--- src/rtl/cpu_ctrl_pkg.sv ---
// Shared definitions for the ECE176 multi-cycle control unit: opcodes, ALU
// encodings, FSM state type and the opcode-to-ALU-control decode.
package cpu_ctrl_pkg;

    localparam int unsigned PC_W = 13;

    localparam logic [2:0] OP_ADD  = 3'b000;
    localparam logic [2:0] OP_SUB  = 3'b001;
    localparam logic [2:0] OP_AND  = 3'b010;
    localparam logic [2:0] OP_OR   = 3'b011;
    localparam logic [2:0] OP_ADDI = 3'b100;
    localparam logic [2:0] OP_BEQ  = 3'b101;
    localparam logic [2:0] OP_NOP  = 3'b110;
    localparam logic [2:0] OP_HALT = 3'b111;

    localparam logic [2:0] ALU_ADD = 3'b000;
    localparam logic [2:0] ALU_SUB = 3'b001;
    localparam logic [2:0] ALU_AND = 3'b010;
    localparam logic [2:0] ALU_OR  = 3'b011;

    typedef enum logic [2:0] {
        StFetch     = 3'd0,
        StDecode    = 3'd1,
        StExecute   = 3'd2,
        StWriteback = 3'd3,
        StHalted    = 3'd4,
        StFault     = 3'd5
    } ctrl_state_e;

    typedef struct packed {
        logic [2:0] alu_op;
        logic       instruction_type;
    } alu_ctrl_t;

    // NOP and HALT fall through to the idle value (ADD, register operand).
    function automatic alu_ctrl_t decode_alu_ctrl(input logic [2:0] op);
        alu_ctrl_t c;
        c.alu_op           = ALU_ADD;
        c.instruction_type = 1'b1;
        case (op)
            OP_ADD, OP_SUB, OP_AND, OP_OR: c.alu_op = op;
            OP_ADDI: c.instruction_type = 1'b0;
            OP_BEQ:  c.alu_op = ALU_SUB;
            default: ;
        endcase
        return c;
    endfunction

endpackage

--- src/rtl/mem_wait_timer.sv ---
// Down-counter bounding how long FETCH waits for memory. Armed by start,
// disarmed by done; expired flags that Timeout cycles passed without done.
module mem_wait_timer #(
    parameter int unsigned Timeout = 15
) (
    input  logic clk,
    input  logic reset,
    input  logic start,
    input  logic done,
    output logic expired
);

    localparam int unsigned CntW    = (Timeout > 1) ? $clog2(Timeout) : 1;
    localparam int unsigned LoadVal = (Timeout > 0) ? Timeout - 1 : 0;
    localparam logic [CntW-1:0] Load = CntW'(LoadVal);

    logic [CntW-1:0] cnt_q, cnt_d;
    logic            armed_q, armed_d;

    // Reset lands the FSM in FETCH, so the timer comes out of reset armed.
    always_ff @(posedge clk or negedge reset) begin
        if (!reset) begin
            cnt_q   <= Load;
            armed_q <= 1'b1;
        end else begin
            cnt_q   <= cnt_d;
            armed_q <= armed_d;
        end
    end

    always_comb begin
        cnt_d   = cnt_q;
        armed_d = armed_q;
        if (start) begin
            cnt_d   = Load;
            armed_d = 1'b1;
        end else if (armed_q) begin
            if (done) begin
                armed_d = 1'b0;
            end else if (cnt_q != '0) begin
                cnt_d = cnt_q - CntW'(1);
            end
        end
    end

    assign expired = (Timeout != 0) && armed_q && (cnt_q == '0);

endmodule

--- src/rtl/cpu_control_unit.sv ---
// Multi-cycle FETCH/DECODE/EXECUTE/WRITEBACK controller for the ECE176 CPU.
// Owns the program counter and drives every datapath control input.
module cpu_control_unit
    import cpu_ctrl_pkg::*;
#(
    parameter int unsigned     MEM_TIMEOUT = 15,
    parameter logic [PC_W-1:0] RESET_PC    = 13'd0
) (
    input  logic            clk,
    input  logic            reset,
    input  logic [2:0]      opcode,
    input  logic            beq,
    input  logic [PC_W-1:0] new_pc,
    input  logic            mem_done,
    output logic [PC_W-1:0] pc,
    output logic            read,
    output logic            write,
    output logic            instruction,
    output logic            instruction_type,
    output logic [2:0]      alu_op,
    output logic            reg_write,
    output logic            halted,
    output logic            fault
);

    ctrl_state_e     state_q, state_d;
    logic [PC_W-1:0] pc_q, pc_d;
    logic [2:0]      op_q, op_d;
    logic            timer_start;
    logic            timer_expired;
    alu_ctrl_t       live_ctrl;
    alu_ctrl_t       held_ctrl;

    always_ff @(posedge clk or negedge reset) begin
        if (!reset) begin
            state_q <= StFetch;
            pc_q    <= RESET_PC;
            op_q    <= OP_ADD;
        end else begin
            state_q <= state_d;
            pc_q    <= pc_d;
            op_q    <= op_d;
        end
    end

    always_comb begin
        state_d = state_q;
        pc_d    = pc_q;
        op_d    = op_q;
        unique case (state_q)
            StFetch: begin
                // A completion on the expiry edge still wins.
                if (mem_done) begin
                    state_d = StDecode;
                end else if (timer_expired) begin
                    state_d = StFault;
                end
            end
            StDecode: begin
                op_d = opcode;
                case (opcode)
                    OP_NOP: begin
                        pc_d    = pc_q + PC_W'(1);
                        state_d = StFetch;
                    end
                    OP_HALT: state_d = StHalted;
                    default: state_d = StExecute;
                endcase
            end
            StExecute: begin
                if (op_q == OP_BEQ) begin
                    pc_d    = beq ? new_pc : pc_q + PC_W'(1);
                    state_d = StFetch;
                end else begin
                    state_d = StWriteback;
                end
            end
            StWriteback: begin
                pc_d    = pc_q + PC_W'(1);
                state_d = StFetch;
            end
            StHalted, StFault: ;
            default: state_d = StFetch;
        endcase
    end

    assign timer_start = (state_d == StFetch) && (state_q != StFetch);

    mem_wait_timer #(
        .Timeout (MEM_TIMEOUT)
    ) u_fetch_timer (
        .clk     (clk),
        .reset   (reset),
        .start   (timer_start),
        .done    (mem_done),
        .expired (timer_expired)
    );

    assign live_ctrl = decode_alu_ctrl(opcode);
    assign held_ctrl = decode_alu_ctrl(op_q);

    always_comb begin
        read             = 1'b0;
        instruction      = 1'b0;
        reg_write        = 1'b0;
        halted           = 1'b0;
        fault            = 1'b0;
        alu_op           = ALU_ADD;
        instruction_type = 1'b1;
        unique case (state_q)
            // Gated by reset so the fetch request stays low while reset is held.
            StFetch: begin
                read        = reset;
                instruction = reset;
            end
            StDecode: begin
                alu_op           = live_ctrl.alu_op;
                instruction_type = live_ctrl.instruction_type;
            end
            StExecute: begin
                alu_op           = held_ctrl.alu_op;
                instruction_type = held_ctrl.instruction_type;
            end
            StWriteback: begin
                alu_op           = held_ctrl.alu_op;
                instruction_type = held_ctrl.instruction_type;
                reg_write        = 1'b1;
            end
            StHalted: halted = 1'b1;
            StFault:  fault  = 1'b1;
            default: ;
        endcase
    end

    assign write = 1'b0;
    assign pc    = pc_q;

endmodule

--- config.mk ---
export PLATFORM = sky130hd
export DESIGN_NAME = cpu_control_unit
export DESIGN_NICKNAME = d
export VERILOG_FILES = /design/src/rtl/cpu_ctrl_pkg.sv /design/src/rtl/mem_wait_timer.sv /design/src/rtl/cpu_control_unit.sv
export SDC_FILE = /design/constraint.sdc
export NUM_CORES = 1
export LEC_CHECK = 0
export CELL_PAD_IN_SITES_DETAIL_PLACEMENT = 1
export CELL_PAD_IN_SITES_GLOBAL_PLACEMENT = 2
export CORE_ASPECT_RATIO = 1.4
export CORE_MARGIN = 2
export CORE_UTILIZATION = 30
export DETAILED_ROUTE_END_ITERATION = 16
export PLACE_DENSITY_LB_ADDON = 0.1
export SYNTH_ARGS = -nofsm -noshare
export SYNTH_HDL_FRONTEND = slang
export SYNTH_SLANG_ARGS = --single-unit
--- constraint.sdc ---
create_clock -name clk -period 5.2 [get_ports clk]
set_input_delay 0.52 -clock clk [delete_from_list [all_inputs] [get_ports clk]]
set_output_delay 0.52 -clock clk [all_outputs]
set_load 0.1 [all_outputs]
==> results of run 1 <==
-- critical path: cells and delay by family --
family	cells	cell delay, ns
buf+inv	3	1.96
simple gates	1	0.36
-- worst max path at each step --
stage	startpoint	end	slack, ns	cells past startpoint
floorplan	state_q[2]$_DFF_PN0_	read	0.31	3
global placement	reset	instruction	1.82	4
detailed placement	reset	instruction	1.80	4
CTS	reset	instruction	1.79	4
global route	reset	read	1.69	4
finish	reset	instruction	1.83	4
-- sequential cells by signal, indices dropped and copies added (netlist names) --
register / flops
u_fetch_timer.armed_q: 1
op_q: 3
pc: 13
u_fetch_timer.cnt_q: 4
state_q: 3
-- stage by stage --
step	area (um2)	setup slack, ns	std cells	hold slack [ns]
2_1_floorplan	1560	0.312	172	0.224
3_3_place_gp	1960	1.82	264	0.500
3_5_place_dp	1960	1.80	264	0.512
4_1_cts	2010	1.79	268	0.526
5_1_grt	2010	1.69	268	0.575
6_report	2010	1.83	268	0.518
-- cell usage in the layout, fill, tap and decap left out, types with 6 or more instances in the layout --
cell,netlist,final
nand2_1,13,13
clkdlybuf4s50_1,0,40
nor2_1,6,6
nand3_1,9,9
o21ai_0,13,13
a2bb2oi_1,10,10
dfrtp_1,20,20
nor3_1,8,8
-- final cells by class --
type	instances	area [um2]
tap	66	82.6
sequential	24	606
timing repair buffer	42	415
fill	605	3070
clock buffer	4	45.0
multi-input combinational	127	842
inverter	5	18.8
-- routing by layer --
layer / track usage (%) / up-vias
li1: - / 697
met1: 20.5 / 710
met2: 29.1 / 25
met3: 2.02 / 4
met4: 4.64 / 0
met5: 0 / -
-- cells by family (layout without fill, tap and decap cells) --
group                    count (synthesis)  after routing  share of synthesized area [%]
flip-flops                              24             24                           38.9
AO/OA/AOI/OAI                           51             51                           23.1
multiplexers                             5              5                           3.45
buffers and inverters                   21             51                           7.63
other                                    1              2                          0.241
adder cells (fa/ha/maj)                  3              3                           2.41
XOR/XNOR                                 2              2                           1.12
AND/OR/NAND/NOR                         64             64                           23.1
==> impl_metrics.tcl, run 1 <==
set metrics [dict create \
    status "finished clean" \
    first_global_vias 1522 \
    synth_common_cells "dfrtp_1, nand2_1, o21ai_0" \
    clock_sinks 24 \
    setup_viol 0 \
    crit_chain "clkdlybuf4s50_1, buf_4, nor4b_1, clkdlybuf4s50_1" \
    totalWireLength_um 4320 \
    path_max_fanout 25 \
    cts_resized 0 \
    postCtsSetupBuffers 0 \
    rrSetupSlack_ns 2.81 \
    async_flop_share_pct 100 \
    cts_root_buf "clkbuf_8" \
    numCtsBuffers 3 \
    wl_met1_um 1830 \
    avgSynthCellArea_um2 9.11 \
    grt_pass1_wl_um 7390 \
    wl_met3_um 136 \
    endpoint_kind "primary output" \
    synth_top_area_share_pct 32.1 \
    yosysUniqueCellTypes 49 \
    syn_inst 171 \
    drt_iter0_drc 59 \
    fp.coreArea_um2 5080 \
    cap_violations 0 \
    gp_congestion 0.748 \
    overflow 0 \
    synth.most_common_cell "dfrtp_1" \
    grt_max_degree 26 \
    top_layer "met4" \
    initial_utilization_pct 30.7 \
    fin_skew_ns 0.00533 \
    antenna_cells 0 \
    synth-seq-cells 24 \
    die_area_um2 5790 \
    fmax_mhz 297 \
    clk_pin_slew_ns 0.08 \
    dp_hpwl_um 3190 \
    ctsLongestPathBuffers 2 \
    drc 0 \
    rsz0062_at_grt "no" \
    cts_hold_buf 0 \
    cts_max_level 1 \
    reg2regPathDepth 4 \
    yosysWarningCount 0 \
    post-route-util_pct 39.5 \
    cp.arrival_ns 2.85 \
    die_x_um 64.9 \
    finalCritPeriodShare_pct 64.8 \
    synth_edf_count 0 \
    portBuffers 40 \
    synth_area_leaders "dfrtp_1, dfstp_2, a2bb2oi_1, o21ai_0, nand2_1" \
    slowest_stage "clkdlybuf4s50_1" \
    relSlewSlack_pct 24.5 \
    fp-row-count 31 \
    drtAntennaViolNets 0 \
    syn_to_final_growth_pct 29.0 \
    synth_flop_cell "dfrtp_1" \
    vias 1436 \
    worst_pin_slew_ns 1.13 \
    hold_end "u_fetch_timer.cnt_q[1]$_DFFE_PN1P_" \
    fin_tns_setup_ns 0 \
    cpPeakStageDelay_ns 1.21 \
    reg2reg_to "pc[11]$_DFFE_PN0P_" \
    holdPathStages 2 \
    cp-start-kind "input pin" \
    wl_met2_um 2310 \
    ios 43 \
    crit_top_cell "clkdlybuf4s50_1" \
    crit_type "in -> out" \
    syn_area_um2 1560 \
    maxSlewViolCount 0 \
    crit_required_ns 4.68 \
    fin_crit_ns 3.37 \
    post_drt_wl_per_cell_um 16.1 \
    hp-class "reg -> reg" \
    antenna_found_initial 0 \
    die_y_um 89.3 \
    worstHoldStart "u_fetch_timer.cnt_q[1]$_DFFE_PN1P_" \
    drive_gt1_share_pct 7.92 \
    routed_via_density 5.36 \
    yosys.area.top_type "dfrtp_1" \
    firstDrtPassIters 5 \
    cts_tree "yes" \
    seq_area_frac_synth_pct 38.9 \
    final-hold-violation-count 0 \
    clk_latency_ns 0.27 \
    reg2reg_from "state_q[2]$_DFF_PN0_" \
    grt_usage_pct 16.2 \
    final_nets 226 \
]
Power of run 1 is left out: the tool's default activity adds up to more than one toggle a clock period on the data nets, which glitch-free logic cannot reach.
==> run 2, diff against run 1 <==
--- a/config.mk
+++ b/config.mk
@@ -9,7 +9,7 @@
 export CELL_PAD_IN_SITES_GLOBAL_PLACEMENT = 2
 export CORE_ASPECT_RATIO = 1.4
 export CORE_MARGIN = 2
-export CORE_UTILIZATION = 30
+export CORE_UTILIZATION = 28
 export DETAILED_ROUTE_END_ITERATION = 16
 export PLACE_DENSITY_LB_ADDON = 0.1
 export SYNTH_ARGS = -nofsm -noshare
==> constraint.sdc (replaced) <==
create_clock -name clk -period 3.5 [get_ports clk]
set_input_delay 0.35 -clock clk [delete_from_list [all_inputs] [get_ports clk]]
set_output_delay 0.35 -clock clk [all_outputs]
set_load 0.1 [all_outputs]
==> run 2 against run 1 <==
  * Critical endpoint is now halted
  * Highest routed layer unchanged
  * Via count up 1.5%
  * Sequential share of layout area down 0.68 points
  * Clock skew down 0.0022 ns
  * Hold slack worse by 0.079 ns
  * Worst setup slack worse by 0.88 ns
  * Critical path depth down 2
==> impl_metrics.tcl, run 2 (synthesis gave the netlist of run 1 again) <==
set metrics [dict create \
    hp-class "in -> async" \
    cts_max_level 1 \
    wl_met3_um 155 \
    drtAntennaViolNets 0 \
    firstDrtPassIters 4 \
    syn_to_final_growth_pct 32.0 \
    final_nets 228 \
    cts_hold_buf 0 \
    final-hold-violation-count 0 \
    fin_skew_ns 0.00310 \
    initial_utilization_pct 28.6 \
    die_x_um 67.0 \
    ios 43 \
    cap_violations 0 \
    rsz0062_at_grt "no" \
    clk_latency_ns 0.27 \
    routed_via_density 5.36 \
    die_y_um 92.3 \
    reg2reg_to "pc[0]$_DFFE_PN0P_" \
    crit_type "reg -> out" \
    mostFrequentLayoutCells "clkdlybuf4s50_1, dfrtp_1, o21ai_0, nand2_1, buf_4" \
    fin_crit_ns 2.54 \
    fill_cells 651 \
    fin_tns_setup_ns 0 \
    die_area_um2 6180 \
    crit_required_ns 3.15 \
    reg2regPathDepth 4 \
    multi_input_area_um2 862 \
    final_common_cell "clkdlybuf4s50_1" \
    post_drt_wl_per_cell_um 16.1 \
    overflow 0 \
    seqCellArea_um2 606 \
    maxSlewViolCount 0 \
    placed_cells 268 \
    largest_reg_flops 13 \
    reg2reg_from "state_q[0]$_DFF_PN0_" \
    fp-row-count 32 \
    dp_hpwl_um 3230 \
    top_layer "met4" \
    finalInstanceArea_um2 2060 \
    cp.arrival_ns 2.19 \
    wl_met2_um 2330 \
    endpoint_kind "primary output" \
    setup_viol 0 \
    status "finished clean" \
    layout.cells.non_filler 272 \
    drt_iter0_drc 46 \
    post-route-util_pct 37.8 \
    cts_resized 0 \
    antenna_found_initial 0 \
    antenna_cells 0 \
    ctsLongestPathBuffers 2 \
    gp_congestion 0.750 \
    wl_met1_um 1850 \
    portBuffers 40 \
    finalCritPeriodShare_pct 72.6 \
    totalWireLength_um 4390 \
    cts_tree "yes" \
    grt_usage_pct 15.6 \
    vias 1458 \
    fmax_mhz 393 \
    clk_pin_slew_ns 0.09 \
    cp-start-kind "flop" \
    grt_max_degree 26 \
    path_max_fanout 10 \
    placed_cell_area_um2 1980 \
    numCtsBuffers 3 \
    first_global_vias 1583 \
    drive_gt1_share_pct 14.2 \
    drc 0 \
    cts_root_buf "clkbuf_8" \
    relSlewSlack_pct 34.1 \
    rrSetupSlack_ns 1.23 \
    grt_pass1_wl_um 7580 \
    postCtsSetupBuffers 0 \
    clock_sinks 24 \
    fp.coreArea_um2 5450 \
    worst_pin_slew_ns 0.985 \
]
run 2: cell count changes in the layout (fill, tap and decap cells not counted), sizes merged:
cell,previous run,this run
clkdlybuf4s50,40,33
clkbuf,4,3
bufinv,0,1
buf,2,11
run 2: routing by layer:
layer	up-vias	track usage [%]
li1	704	-
met1	719	18.7
met2	31	27.6
met3	4	1.60
met4	0	6.12
met5	-	0
run 2: through the flow:
step | hold WS [ns] | setup WS, ns
after global placement | 0.505 | 1.28
after detailed placement | 0.522 | 1.25
after CTS | 0.455 | 0.936
after floorplan | 0.0544 | 0.354
after global routing | 0.469 | 0.822
final | 0.439 | 0.957
run 2: worst max-delay path, cell delays in order (launching register included):
cell	delay (ns)
dfrtp_1	0.52
nor3b_1	0.23
clkdlybuf4s50_1	1.16
run 2: worst max path at each step:
| stage | start | endpoint | slack [ns] | cells past startpoint |
|---|---|---|---|---|
| floorplan | state_q[1]$_DFF_PN0_ | read | 0.35 | 3 |
| global placement | state_q[2]$_DFF_PN0_ | halted | 1.28 | 2 |
| detailed placement | state_q[2]$_DFF_PN0_ | halted | 1.25 | 2 |
| CTS | state_q[2]$_DFF_PN0_ | halted | 0.94 | 2 |
| global route | state_q[2]$_DFF_PN0_ | halted | 0.82 | 2 |
| finish | state_q[2]$_DFF_PN0_ | halted | 0.96 | 2 |
run 2: final cells by class:
class	instances	area share (%)
clock buffer	3	2.01
sequential	24	29.5
multi-input combinational	127	41.9
tap	68	4.14
inverter	5	0.913
timing repair buffer	44	20.1
clock inverter	1	1.46
Power of run 2 is left out for the same reason.
